$ cat config.mk
export PLATFORM = sky130hd
export DESIGN_NAME = alu_issue_stage
export DESIGN_NICKNAME = d
export VERILOG_FILES = /design/src/rtl/alu_issue_stage.sv
export SDC_FILE = /design/constraint.sdc
export NUM_CORES = 2
export LEC_CHECK = 0
export ABC_AREA = 0
export CAP_MARGIN = 20
export CELL_PAD_IN_SITES_DETAIL_PLACEMENT = 0
export CELL_PAD_IN_SITES_GLOBAL_PLACEMENT = 1
export CORE_ASPECT_RATIO = 0.5
export CORE_MARGIN = 2
export CORE_UTILIZATION = 49
export CTS_CLUSTER_SIZE = 20
export DETAILED_ROUTE_END_ITERATION = 16
export PLACE_DENSITY_LB_ADDON = 0.1
export SLEW_MARGIN = 5
export SYNTH_ARGS = -nofsm -noshare
export SYNTH_HDL_FRONTEND = slang
export SYNTH_SLANG_ARGS = --single-unit
$ cat constraint.sdc
create_clock -name clk -period 3.65 [get_ports clk]
set_input_delay 0.5475 -clock clk [delete_from_list [all_inputs] [get_ports clk]]
set_output_delay 0.5475 -clock clk [all_outputs]
set_load 0.005 [all_outputs]
$ cat src/rtl/alu_issue_stage.sv
// alu_issue_stage: decodes one RV32I OP/OP-IMM instruction, drives ALU32 from a 32x32 regfile and writes the result back
module alu_issue_stage #(
  parameter int WIDTH   = 32,
  parameter int OPWIDTH = 6,
  parameter int NREGS   = 32
) (
  input  logic               clk,
  input  logic               rst_n,
  input  logic               i_instr_valid,
  output logic               o_instr_ready,
  input  logic [31:0]        i_instr,
  output logic [WIDTH-1:0]   o_alu_in1,
  output logic [WIDTH-1:0]   o_alu_in2,
  output logic [OPWIDTH-1:0] o_alu_op,
  input  logic [WIDTH-1:0]   i_alu_result,
  output logic               o_res_valid,
  output logic               o_res_illegal,
  output logic [4:0]         o_res_rd,
  output logic [WIDTH-1:0]   o_res_data,
  input  logic [4:0]         i_dbg_addr,
  output logic [WIDTH-1:0]   o_dbg_data
);
  typedef enum logic [1:0] {IDLE, EXEC, WB} state_t;
  state_t r_state, w_next;
  logic [WIDTH-1:0] r_regs [NREGS];
  logic             r_illegal;
  logic [4:0]       r_rd;
  logic [6:0]       w_opc, w_f7;
  logic [2:0]       w_f3;
  logic [4:0]       w_rs1, w_rs2;
  logic [WIDTH-1:0] w_imm, w_shamt, w_in1, w_in2;
  logic [OPWIDTH-1:0] w_op;
  logic             w_legal, w_accept;
  assign w_opc    = i_instr[6:0];
  assign w_f3     = i_instr[14:12];
  assign w_f7     = i_instr[31:25];
  assign w_rs1    = i_instr[19:15];
  assign w_rs2    = i_instr[24:20];
  assign w_imm    = {{(WIDTH-12){i_instr[31]}}, i_instr[31:20]};
  assign w_shamt  = WIDTH'(i_instr[24:20]);
  assign w_accept = r_state == IDLE && i_instr_valid;
  assign o_instr_ready = r_state == IDLE;
  assign o_dbg_data    = r_regs[i_dbg_addr];
  always_comb begin
    w_legal = 1'b0;
    w_op    = OPWIDTH'(4);
    w_in1   = r_regs[w_rs1];
    w_in2   = w_imm;
    if (w_opc == 7'b0010011) begin
      w_legal = 1'b1;
      case (w_f3)
        3'b000: w_op = OPWIDTH'(4);
        3'b010: w_op = OPWIDTH'(5);
        3'b011: w_op = OPWIDTH'(6);
        3'b100: w_op = OPWIDTH'(7);
        3'b110: w_op = OPWIDTH'(8);
        3'b111: w_op = OPWIDTH'(9);
        3'b001: begin
          w_op    = OPWIDTH'(10);
          w_in2   = w_shamt;
          w_legal = w_f7 == 7'b0000000;
        end
        default: begin
          w_op    = w_f7[5] ? OPWIDTH'(12) : OPWIDTH'(11);
          w_in2   = w_shamt;
          w_legal = w_f7 == 7'b0000000 || w_f7 == 7'b0100000;
        end
      endcase
    end else if (w_opc == 7'b0110011) begin
      w_in2   = r_regs[w_rs2];
      w_legal = w_f7 == 7'b0000000 ||
                (w_f7 == 7'b0100000 && (w_f3 == 3'b000 || w_f3 == 3'b101));
      case (w_f3)
        3'b000:  w_op = w_f7[5] ? OPWIDTH'(14) : OPWIDTH'(13);
        3'b001:  w_op = OPWIDTH'(15);
        3'b010:  w_op = OPWIDTH'(16);
        3'b011:  w_op = OPWIDTH'(17);
        3'b100:  w_op = OPWIDTH'(18);
        3'b101:  w_op = w_f7[5] ? OPWIDTH'(20) : OPWIDTH'(19);
        3'b110:  w_op = OPWIDTH'(21);
        default: w_op = OPWIDTH'(22);
      endcase
    end
    // Illegal words still walk EXEC/WB with a harmless ADD 0,0 on the ALU
    if (!w_legal) begin
      w_op  = OPWIDTH'(4);
      w_in1 = '0;
      w_in2 = '0;
    end
  end
  always_comb begin
    w_next = r_state;
    case (r_state)
      IDLE:    w_next = i_instr_valid ? EXEC : IDLE;
      EXEC:    w_next = WB;
      default: w_next = IDLE;
    endcase
  end
  always_ff @(posedge clk or negedge rst_n)
    if (!rst_n) r_state <= IDLE;
    else r_state <= w_next;
  always_ff @(posedge clk or negedge rst_n) begin
    if (!rst_n) begin
      o_alu_in1     <= '0;
      o_alu_in2     <= '0;
      o_alu_op      <= OPWIDTH'(4);
      r_illegal     <= 1'b0;
      r_rd          <= '0;
      o_res_valid   <= 1'b0;
      o_res_illegal <= 1'b0;
      o_res_rd      <= '0;
      o_res_data    <= '0;
    end else begin
      o_res_valid <= 1'b0;
      if (w_accept) begin
        o_alu_in1 <= w_in1;
        o_alu_in2 <= w_in2;
        o_alu_op  <= w_op;
        r_illegal <= !w_legal;
        r_rd      <= i_instr[11:7];
      end
      if (r_state == WB) begin
        o_res_valid   <= 1'b1;
        o_res_illegal <= r_illegal;
        o_res_rd      <= r_rd;
        o_res_data    <= (r_illegal || r_rd == 5'd0) ? '0 : i_alu_result;
      end
    end
  end
  // x0 is never written, so reading entry 0 always yields zero
  always_ff @(posedge clk or negedge rst_n) begin
    if (!rst_n) begin
      for (int i = 0; i < NREGS; i++) r_regs[i] <= '0;
    end else if (r_state == WB && !r_illegal && r_rd != 5'd0) begin
      r_regs[r_rd] <= i_alu_result;
    end
  end
endmodule

==> out/qor.csv <==
stage,metric,value,unit
outcome,status,"finished, final reports clean",
power_and_ir_drop,worst vdd ir,0.3945,mV
cts,Clock transition at path regs,0.07,ns
cells_and_area,final core occ,57.11,%
timing,Rel. slew slack,21.38,%
logic_synthesis,fraction of synthesized area in multiplexers,46.28,%
logic_synthesis,Yosys reg bits,1140,
cells_and_area,Synth-to-Final Area Change,15.16,%
grt,GR Util met1,49.86,%
floorplan,overall die height,262.5,um
logic_synthesis,XOR/XNOR Fraction of Synth Area,0.04011,%
cts,CTS Buf Count,107,
grt,first-pass GRT wire length,344100,um
logic_synthesis,Yosys warnings,0,
floorplan,Core Box Area,0.1321,sq mm
worst_setup_path,CP Cell Sequence,mux4_2 > mux4_2 > mux2_2 > clkdlybuf4s50_1,
place,Detailed Place HPWL,145700,um
timing,Final Critical Period,3.572,ns
worst_setup_path,CP max stage delay,0.51,ns
worst_setup_path,CP Max Fanout,4,
grt,met3 usage,9.910,%
floorplan,total die area,0.1368,sq mm
timing,max-slew violation count,0,
cts,setup bufs post-CTS,0,
logic_synthesis,register area share after synthesis,43.55,%
floorplan,Initial Util,49.60,%
cts,CTS Root Cell,clkbuf_16,
floorplan,cell row count,94,
place,Port Buffers,212,
worst_setup_path,critical path class,reg -> out,
grt,GR peak layer,met2,
timing,setup ws final,0.07793,ns
logic_synthesis,Syn Inst Count,4275,
worst_setup_path,critical path data required time,3.10,ns
logic_synthesis,"Distinct cells, synth",59,
logic_synthesis,dominant cells by area after synthesis,"dfrtp_1 44%, mux4_2 29%, mux2_2 17%",
logic_synthesis,share of the synthesized area in the top cell type,43.51,%
timing,Fin Hold WS,0.3288,ns
place,GP Congestion,0.8838,
timing,Final period util,97.86,%
cts,H-tree levels,3,
logic_synthesis,Synth Area in Compound Gates,4.374,%
logic_synthesis,"Async S/R FF share, synth",100.0,%
drt,Vias,45310,
timing,RSZ-0062 raised after global routing,no,
drt,post-route ant nets,0,
logic_synthesis,Syn Nets,4347,
timing,final hold violations,0,
cells_and_area,Layout Nets,4443,
cts,Worst-Skew Late Latency,0.75,ns
cells_and_area,share of cells above drive strength 1,53.32,%
timing,Worst-Margin Slew,1.174,ns
drt,DRT iter0 DRCs,5371,
logic_synthesis,Post-Synth Adder-Cell Area,0,%
worst_setup_path,Worst EP arrival,3.02,ns
timing,Max Clock Freq,280.0,MHz
logic_synthesis,largest family of logic cells by synthesized area,multiplexers,
logic_synthesis,Mean Syn Cell Area,15.32,sq um
drt,DRC Markers,0,
worst_setup_path,Critical-path top delay cell,clkdlybuf4s50_1,
cells_and_area,"commonest non-fill, non-tap cells in the layout","1139 x dfrtp_1, 1009 x mux2_2, 830 x mux4_2, 199 x clkdlybuf4s50_1, 160 x buf_4",
logic_synthesis,number of flops mapped to enable cells by yosys,0,
timing,Setup Skew,0.02691,ns
cells_and_area,"commonest non-fill, non-tap cell in the layout",dfrtp_1,
timing,final setup fails,0,
logic_synthesis,top_reg_cell synth,dfrtp_1,
logic_synthesis,mapped cell area,0.06551,sq mm
worst_setup_path,Setup crit end kind,output port,
grt,largest net degree at the start of global routing,101,
cells_and_area,post-route cell area,0.07543,sq mm
floorplan,die width,521.1,um
timing,setup TNS,0,ns
drt,Vias/cell,7.263,
run,maxcap violations,0,
grt,M2 GR Usage,51.41,%
cts,Sink Count,1140,
drt,WL final,237700,um
cells_and_area,Filler cells,10290,
grt,number of global-route vias before repair,45690,
power_and_ir_drop,Leak,30.80,nW
worst_setup_path,CP Launch Type,flip-flop,
drt,drt wl/cell,38.10,um
drt,drt pass-1 iters,8,
logic_synthesis,biggest area consumer among synthesized cells,dfrtp_1,
floorplan,Ports,214,
worst_setup_path,cell mode on critical path,mux4_2,
cts,CTS tree,done,
grt,initial antenna violation count,5,
min_path,hold crit path type,in -> reg,
cts,clock buffer depth,3,
power_and_ir_drop,Pwr Density,403.6,mW/mm^2
grt,Tot GR Track Use,35.04,%
grt,gr ovfl total,0,
place,placed instance area,0.07134,sq mm
place,"worst slack, placed",0.1211,ns
logic_synthesis,post-synthesis simple-gate area fraction,2.393,%
-- registers in the layout, summed over array words and instances, names as in the netlist --
name and cells:
r_regs 1024, o_alu_in1 32, o_alu_in2 32, o_res_data 32, o_alu_op 5, o_res_rd 5, r_rd 5, r_state 2
o_res_illegal 1, o_res_valid 1, r_illegal 1
-- path summary, 6_finish.rpt --
| kind | to | slack, ns | cells past startpoint | start |
|---|---|---|---|---|
| worst max-delay path | o_dbg_data[0] | 0.08 | 4 | r_regs[384]$_DFFE_PN0P_ |
| worst min-delay path | r_rd[2]$_DFFE_PN0P_ | 0.33 | 3 | i_instr[9] |
| worst max register to register | r_regs[723]$_DFFE_PN0P_ | 0.70 | 4 | r_rd[0]$_DFFE_PN0P_ |
| worst min register to register | r_regs[1020]$_DFFE_PN0P_ | 0.42 | 0 | r_regs[1020]$_DFFE_PN0P_ |
| max in group asynchronous | o_alu_in1[9]$_DFFE_PN0P_ | 2.10 | 4 | rst_n |
| min in group asynchronous | o_alu_in2[5]$_DFFE_PN0P_ | 0.44 | 2 | rst_n |
-- area by class of cell --
| cell class | count | area (sq um) | share of cell area [%] |
|---|---|---|---|
| diodes | 4 | 10.01 | 0.01327 |
| clock buffers | 148 | 3083 | 4.087 |
| clock inverters | 48 | 636.9 | 0.8443 |
| inverters | 7 | 26.28 | 0.03483 |
| multi-input cells | 2617 | 35130 | 46.57 |
| flip-flops and latches | 1140 | 28530 | 37.82 |
| well taps | 1776 | 2222 | 2.946 |
| repair buffers | 498 | 5798 | 7.686 |
-- metal layers --
metal  up-vias  share of wire, %
met5         -                 0
met4         0               4.3
met3       534                11
met2      2715                45
met1     24730                41
li1      17330                 -
-- metrics by stage --
stage,power (mW),std cells
after floorplan,16.40,4275
after global placement,18.27,6012
after detailed placement,18.36,6015
after CTS,30.51,6212
after global routing,31.40,6235
final,30.44,6238
-- power by group --
part	internal (mW)	switching, mW	total (mW)
registers	13.1	0.519	13.6
logic	2.30	2.27	4.57
clock network	6.89	5.34	12.2
total	22.3	8.13	30.4
-- synth_stat cells, types with 5 or more instances --
| library cell | count |
|---|---|
| dfrtp_1 | 1139 |
| mux2_2 | 1009 |
| mux4_2 | 830 |
| clkbuf_1 | 279 |
| nand2_1 | 164 |
| o22ai_1 | 135 |
| buf_2 | 132 |
| a22oi_1 | 85 |
| buf_1 | 80 |
| a22o_1 | 66 |
| a21oi_1 | 61 |
| nor4_1 | 38 |
| o21ai_0 | 32 |
| nor2_1 | 27 |
| nor3_1 | 24 |
| nand3_1 | 21 |
| mux2_1 | 18 |
| buf_4 | 17 |
| nor2b_1 | 17 |
| a221oi_1 | 13 |
| nand2b_1 | 8 |
| mux2i_1 | 6 |
| inv_1 | 5 |
| nand4_1 | 5 |
-- worst max-delay path: cells and delay by family (launching register included) --
| family | cells | cell delay (ns) |
|---|---|---|
| flip-flops | 1 | 0.42 |
| buffers and inverters | 1 | 0.51 |
| multiplexers | 3 | 1.34 |
-- logic make-up after synthesis --
family                 Yosys count
AND/OR/NAND/NOR                329
XOR/XNOR                         3
AO/OA/AOI/OAI                  421
flip-flops                    1140
other                            1
multiplexers                  1863
buffers and inverters          518
-- repair_timing --
item | CTS | global route
gates resized for setup | 0 | 0
hold endpoints to repair | 38 | 0
hold buffers | 1 | 0
(Power assumes the default switching activity.)
